--- src/rtl/cpu_pkg.sv ---
// Shared definitions for the core front end: default widths, reset PC,
// canonical NOP encoding and the fetch sequencer states.
package cpu_pkg;

    localparam int          XLEN_DEF     = 32;
    localparam logic [31:0] RESET_PC_DEF = 32'h0000_0000;
    localparam logic [31:0] INST_NOP     = 32'h0000_0013;

    typedef enum logic [1:0] {
        BOOT  = 2'd0,
        RUN   = 2'd1,
        DRAIN = 2'd2
    } fetch_state_e;

endpackage

--- src/rtl/fetch_fifo.sv ---
// Prefetch FIFO holding {pc, instruction} pairs; head is presented combinationally
// (zero when empty). Flush discards every entry, including a same-cycle push.
module fetch_fifo #(
    parameter int WIDTH = 64,
    parameter int DEPTH = 4
) (
    input  logic                       clk,
    input  logic                       rst_n,
    input  logic                       push_i,
    input  logic [WIDTH-1:0]           wdata_i,
    input  logic                       pop_i,
    input  logic                       flush_i,
    output logic [WIDTH-1:0]           rdata_o,
    output logic                       full_o,
    output logic                       empty_o,
    output logic [$clog2(DEPTH):0]     count_o
);

    localparam int AW = $clog2(DEPTH);

    logic [WIDTH-1:0] mem_q [DEPTH];
    logic [AW:0]      wr_ptr_q, wr_ptr_d;
    logic [AW:0]      rd_ptr_q, rd_ptr_d;
    logic             do_push, do_pop;

    // Pointers carry a wrap bit so full and empty are distinguishable.
    assign empty_o = (wr_ptr_q == rd_ptr_q);
    assign full_o  = (wr_ptr_q[AW] != rd_ptr_q[AW]) &&
                     (wr_ptr_q[AW-1:0] == rd_ptr_q[AW-1:0]);
    assign count_o = wr_ptr_q - rd_ptr_q;

    assign do_pop  = pop_i && !empty_o;
    assign do_push = push_i && (!full_o || do_pop);

    always_comb begin
        wr_ptr_d = wr_ptr_q + {{AW{1'b0}}, do_push};
        rd_ptr_d = rd_ptr_q + {{AW{1'b0}}, do_pop};
        if (flush_i) begin
            rd_ptr_d = wr_ptr_d;
        end
    end

    always_ff @(posedge clk or negedge rst_n) begin
        if (!rst_n) begin
            wr_ptr_q <= '0;
            rd_ptr_q <= '0;
        end else begin
            wr_ptr_q <= wr_ptr_d;
            rd_ptr_q <= rd_ptr_d;
        end
    end

    always_ff @(posedge clk) begin
        if (do_push) begin
            mem_q[wr_ptr_q[AW-1:0]] <= wdata_i;
        end
    end

    assign rdata_o = empty_o ? '0 : mem_q[rd_ptr_q[AW-1:0]];

endmodule

--- src/rtl/fetch_unit.sv ---
// Instruction-fetch front end: credit-limited in-order requests to imem, prefetch
// FIFO toward decode, and redirect handling that drops stale in-flight responses.
module fetch_unit
    import cpu_pkg::*;
#(
    parameter int              XLEN       = XLEN_DEF,
    parameter logic [XLEN-1:0] RESET_PC   = XLEN'(RESET_PC_DEF),
    parameter int              FIFO_DEPTH = 4
) (
    input  logic            clk,
    input  logic            rst_n,
    input  logic            redirect_valid,
    input  logic [XLEN-1:0] redirect_pc,
    output logic            imem_req_valid,
    input  logic            imem_req_ready,
    output logic [XLEN-1:0] imem_req_addr,
    input  logic            imem_rsp_valid,
    input  logic [XLEN-1:0] imem_rsp_data,
    output logic            inst_valid,
    input  logic            inst_ready,
    output logic [XLEN-1:0] inst_data,
    output logic [XLEN-1:0] inst_pc
);

    localparam int CW  = $clog2(FIFO_DEPTH + 1);
    localparam int FCW = $clog2(FIFO_DEPTH) + 1;

    fetch_state_e    state_q, state_d;
    logic [XLEN-1:0] fetch_pc_q, fetch_pc_d;
    logic [XLEN-1:0] rsp_pc_q, rsp_pc_d;
    logic [CW-1:0]   outstanding_q, outstanding_d;
    logic [CW-1:0]   drop_cnt_q, drop_cnt_d;

    logic [FCW-1:0]  fifo_count;
    logic            fifo_full, fifo_empty;
    logic            fifo_push, fifo_pop;
    logic [CW:0]     credit_used;
    logic            req_fire;
    logic [XLEN-1:0] redirect_base;
    logic            unused_align;

    assign unused_align  = ^redirect_pc[1:0];
    assign redirect_base = {redirect_pc[XLEN-1:2], 2'b00};

    // Every outstanding request owns a FIFO slot, so the FIFO cannot overflow.
    assign credit_used    = {1'b0, outstanding_q} + (CW+1)'(fifo_count);
    assign imem_req_valid = (state_q != BOOT) && !fifo_full &&
                            (credit_used < (CW+1)'(FIFO_DEPTH));
    assign imem_req_addr  = fetch_pc_q;
    assign req_fire       = imem_req_valid && imem_req_ready;

    assign fifo_push  = imem_rsp_valid && !redirect_valid && (drop_cnt_q == '0);
    assign inst_valid = !fifo_empty;
    assign fifo_pop   = inst_valid && inst_ready;

    always_comb begin
        outstanding_d = outstanding_q + CW'(req_fire) - CW'(imem_rsp_valid);
        drop_cnt_d    = drop_cnt_q;
        fetch_pc_d    = fetch_pc_q;
        rsp_pc_d      = rsp_pc_q;
        if (redirect_valid) begin
            // Everything still in flight after this cycle, including a request
            // accepted right now, belongs to the abandoned path.
            drop_cnt_d = outstanding_d;
            fetch_pc_d = redirect_base;
            rsp_pc_d   = redirect_base;
        end else begin
            if (imem_rsp_valid && (drop_cnt_q != '0)) begin
                drop_cnt_d = drop_cnt_q - 1'b1;
            end
            if (req_fire) begin
                fetch_pc_d = fetch_pc_q + XLEN'(4);
            end
            if (fifo_push) begin
                rsp_pc_d = rsp_pc_q + XLEN'(4);
            end
        end
    end

    always_comb begin
        state_d = state_q;
        case (state_q)
            BOOT:       state_d = RUN;
            RUN, DRAIN: state_d = (drop_cnt_d != '0) ? DRAIN : RUN;
            default:    state_d = BOOT;
        endcase
    end

    always_ff @(posedge clk or negedge rst_n) begin
        if (!rst_n) begin
            state_q       <= BOOT;
            fetch_pc_q    <= RESET_PC;
            rsp_pc_q      <= RESET_PC;
            outstanding_q <= '0;
            drop_cnt_q    <= '0;
        end else begin
            state_q       <= state_d;
            fetch_pc_q    <= fetch_pc_d;
            rsp_pc_q      <= rsp_pc_d;
            outstanding_q <= outstanding_d;
            drop_cnt_q    <= drop_cnt_d;
        end
    end

    fetch_fifo #(
        .WIDTH (2 * XLEN),
        .DEPTH (FIFO_DEPTH)
    ) u_fifo (
        .clk     (clk),
        .rst_n   (rst_n),
        .push_i  (fifo_push),
        .wdata_i ({rsp_pc_q, imem_rsp_data}),
        .pop_i   (fifo_pop),
        .flush_i (redirect_valid),
        .rdata_o ({inst_pc, inst_data}),
        .full_o  (fifo_full),
        .empty_o (fifo_empty),
        .count_o (fifo_count)
    );

endmodule
--- config.mk ---
export PLATFORM = sky130hd
export DESIGN_NAME = fetch_unit
export DESIGN_NICKNAME = d
export VERILOG_FILES = /design/src/rtl/cpu_pkg.sv /design/src/rtl/fetch_fifo.sv /design/src/rtl/fetch_unit.sv
export SDC_FILE = /design/constraint.sdc
export NUM_CORES = 1
export LEC_CHECK = 0
export CAP_MARGIN = 20
export CELL_PAD_IN_SITES_DETAIL_PLACEMENT = 2
export CELL_PAD_IN_SITES_GLOBAL_PLACEMENT = 2
export CORE_ASPECT_RATIO = 2
export CORE_MARGIN = 5
export CORE_UTILIZATION = 41
export DETAILED_ROUTE_END_ITERATION = 7
export PLACE_DENSITY_LB_ADDON = 0.1
export REMOVE_ABC_BUFFERS = 1
export SLEW_MARGIN = 25
export SYNTH_ARGS = -nofsm -noshare
export SYNTH_HDL_FRONTEND = slang
export SYNTH_HIERARCHICAL = 1
export SYNTH_SLANG_ARGS = --single-unit
export TNS_END_PERCENT = 50
--- constraint.sdc ---
create_clock -name clk -period 7.9 [get_ports clk]
set_clock_uncertainty 0.1 [all_clocks]
set_input_delay 1.185 -clock clk [delete_from_list [all_inputs] [get_ports clk]]
set_output_delay 1.185 -clock clk [all_outputs]
set_load 0.01 [all_outputs]
==> metrics.txt <==
status=completed; area of all sequential standard cells=9540 sq um; Netlist cell types=between 50 and 60; nature of the critical path startpoint=flop; proportion of synthesized chip area in sequential cells=about two thirds; reported net switching power=about 0.0019 W; count of flip-flops with a built-in enable after synthesis=about 260; worst setup path class=flop to primary output; placeable core region=around 34,000 sq um; nature of the critical path endpoint=primary output; overall track demand over capacity in global routing=19.0%; CTS H-tree depth=1; final routed wire length divided by cell count=about 25 um; Routed Antenna Nets=0; Multi-input gate area=4440 sq um; setup TNS=0 ns; clock net sink count=330; number of vias per cell=~5.5; estimated wirelength of the detail-placed design=23,900 um; Area Overhead vs Synth=21.9%; initial antenna violation count=0; width of the die=between 100 and 150 um; count of routing violations after the opening detailed-route iteration=around 370; Bufs on Longest Clock Path=3; pin count of the biggest net entering global routing=69; starting density of the core=about two fifths; Avg Synthesized Cell Area=16.7 sq um; Clk pin slew, worst setup/hold paths=around 0.07 ns; share of the clock period used by the worst path=62.6%; Mapped Area=approximately 14,000 sq um; wire length of the first global-routing pass=between 50,000 and 60,000 um; most area-hungry cell type in the Yosys netlist=edfxtp_1; total wire length after detailed routing=36,700 um; DRC violation count after routing=0; class of the tightest hold or removal check=primary input to asynchronous set/reset pin; number of global-route vias before repair=9,628; Clk pwr share=25.9%; upper clock frequency limit=202 MHz; diodes inserted=0; Synth Flop Type=edfxtp_1; overall overflow remaining after global route=0; Power per Cell Area=between 300 and 400 nW/um^2; fraction of layout cells with a size suffix above 1=16.0%; via count=8,182; fraction of power consumed by sequential logic=~36%; slew at the pin closest to its max-slew limit=1.07 ns; worst hold margin=0.403 ns; number of port buffers=163; reported leakage power=5.89 nW; worst slew margin relative to its limit=28.1%; P_int=slightly above 0.004 W; weighted congestion reported at the end of routability-driven placement=0.761; floorplan row count=96; number of synthesized register bits=330; largest cells by area after synthesis=edfxtp_1 (54%), dfrtp_1 (13%), mux4_2 (9.5%); maxcap violations=0; Syn Inst Count=approximately 860; Final #Nets=1,117; Layout fillers=approximately 3,200; count of hold-fix buffers inserted at cts=0; Top-Level Pins=168; most instantiated cells after synthesis=edfxtp_1 (256), dfrtp_1 (74), mux4_2 (60); Yosys warning count=6; final setup violating endpoints=0; clock root buffer master=clkbuf_16; drt pass-1 iters=4; cells resized by post-CTS repair=0; final number of hold-violating endpoints=0; async set or reset register ratio after synthesis=between 20% and 30%; number of buffers added for setup after CTS=0; clock tree from TritonCTS=done; clock latency reported for the late side of the worst-skew pair=0.56 ns; share of total power consumed by net switching=32.5%; share of Yosys cell area claimed by the top area cell type=between 50% and 60%; height of the die=274 um; required time worst endpoint=6.61 ns; most instantiated library cell after synthesis=edfxtp_1; maximum vdd drop=0.240 mV; post-layout min period=4.94 ns; Inserted Clock Buffers=30; number of slew-limit violations in the final report=0; area enclosed by the die boundary=38,900 sq um; WP data arrival=3.66 ns; RSZ-0062 raised after global routing=false; share of power burned in combinational logic=38.4%; top fanout value on the critical path=35
-- cell type report --
cell class	instances	share of cell area [%]
Clock buffer	43	5.01
Multi-Input combinational cell	465	25.5
Timing Repair Buffer	177	9.97
Tap cell	441	3.17
Inverter	25	0.539
Clock inverter	13	0.971
Sequential cell	330	54.8
-- cell usage in the layout, fill, tap and decap left out, types with 5 or more instances in the layout --
cell type,netlist,final
o21a_1,8,8
mux2_2,29,29
a21boi_1,20,20
xnor2_1,33,32
o31a_1,7,7
nor3_1,15,15
nand2_1,24,24
dfrtp_1,74,72
xor2_1,20,20
buf_4,4,15
edfxtp_1,256,256
inv_1,24,24
nor2_1,27,27
nand2b_1,12,12
clkbuf_1,19,8
clkbuf_16,0,32
mux4_2,60,60
clkdlybuf4s50_1,0,162
nand4_1,22,22
nor4_1,5,5
ha_1,16,16
conb_1,1,10
a21boi_0,53,53
nand3_1,23,23
a21oi_1,16,16
and3_1,9,9
a31oi_1,7,6
-- power groups by stage --
stage          logic, W  clock network, W  registers [W]
2_1_floorplan   0.00111                 0        0.00221
3_3_place_gp    0.00230                 0        0.00216
3_5_place_dp    0.00236                 0        0.00217
4_1_cts         0.00237           0.00159        0.00214
5_1_grt         0.00248           0.00166        0.00215
6_report        0.00229           0.00154        0.00213
-- layer usage --
metal	track usage, %	vias to the layer above	part of all wire, %
met5	0	-	0
met2	37.5	164	58
met3	2.15	50	3.1
met4	4.95	0	2.4
met1	21.2	4298	37
li1	-	3670	-
-- worst max-delay path, cell delays in order, from the launching register on --
cell	delay, ns
dfrtp_4	0.66
ha_1	0.39
and2_2	0.59
buf_4	0.55
a21boi_0	0.28
clkdlybuf4s50_1	0.58
-- logic make-up (layout without fill, tap and decap cells) --
logic type / Yosys count / in the layout / share of synthesized area, %
muxes: 96 / 96 / 12.7
adders and majority gates: 18 / 18 / 1.68
xor gates and xnor gates: 53 / 53 / 3.25
buffers and inverters: 71 / 258 / 2.81
DFF: 330 / 330 / 66.8
other: 1 / 10 / 0.0263
and+or+nand+nor: 161 / 161 / 6.29
AOI/OAI and AO/OA: 127 / 127 / 6.40
-- stage by stage --
stage / utilization [%] / setup WS (ns) / total power [W] / cell area [sq um] / cells
after floorplan: - / -1.56 / 0.00332 / 14000 / 820
after global placement: 47.6 / 3.48 / 0.00446 / 16400 / 1438
after detailed placement: 47.6 / 3.44 / 0.00453 / 16400 / 1438
after CTS: 50.7 / 2.82 / 0.00609 / 17400 / 1494
after global routing: 50.7 / 2.74 / 0.00630 / 17400 / 1494
final: 50.7 / 2.96 / 0.00596 / 17400 / 1494
-- worst paths after layout --
kind | slack [ns] | end | depth (start not counted) | startpoint
worst max-delay path | 2.96 | inst_pc[19] | 5 | u_fifo/rd_ptr_q[0]$_DFF_PN0_
max in group asynchronous | 6.19 | u_fifo/rd_ptr_q[0]$_DFF_PN0_ | 2 | rst_n
worst max register to register | 3.51 | state_q[0]$_DFF_PN0_ | 17 | u_fifo/rd_ptr_q[0]$_DFF_PN0_
worst min-delay path | 0.40 | imem_req_addr[31]$_DFFE_PN0N_ | 1 | rst_n
worst min register to register | 0.44 | u_fifo/mem_q[0][63]$_DFFE_PP_ | 0 | rsp_pc_q[31]$_DFFE_PN0N_
min in group clk | 0.44 | u_fifo/mem_q[0][63]$_DFFE_PP_ | 0 | rsp_pc_q[31]$_DFFE_PN0N_
-- state kept, by name, summed over array words and instances, names as in the netlist --
| signal | count |
|---|---|
| drop_cnt_q | 3 |
| imem_req_addr | 30 |
| outstanding_q | 3 |
| rsp_pc_q | 30 |
| state_q | 2 |
| u_fifo/mem_q | 256 |
| u_fifo/rd_ptr_q | 3 |
| u_fifo/wr_ptr_q | 3 |
Power figures use the tool's default switching activity.
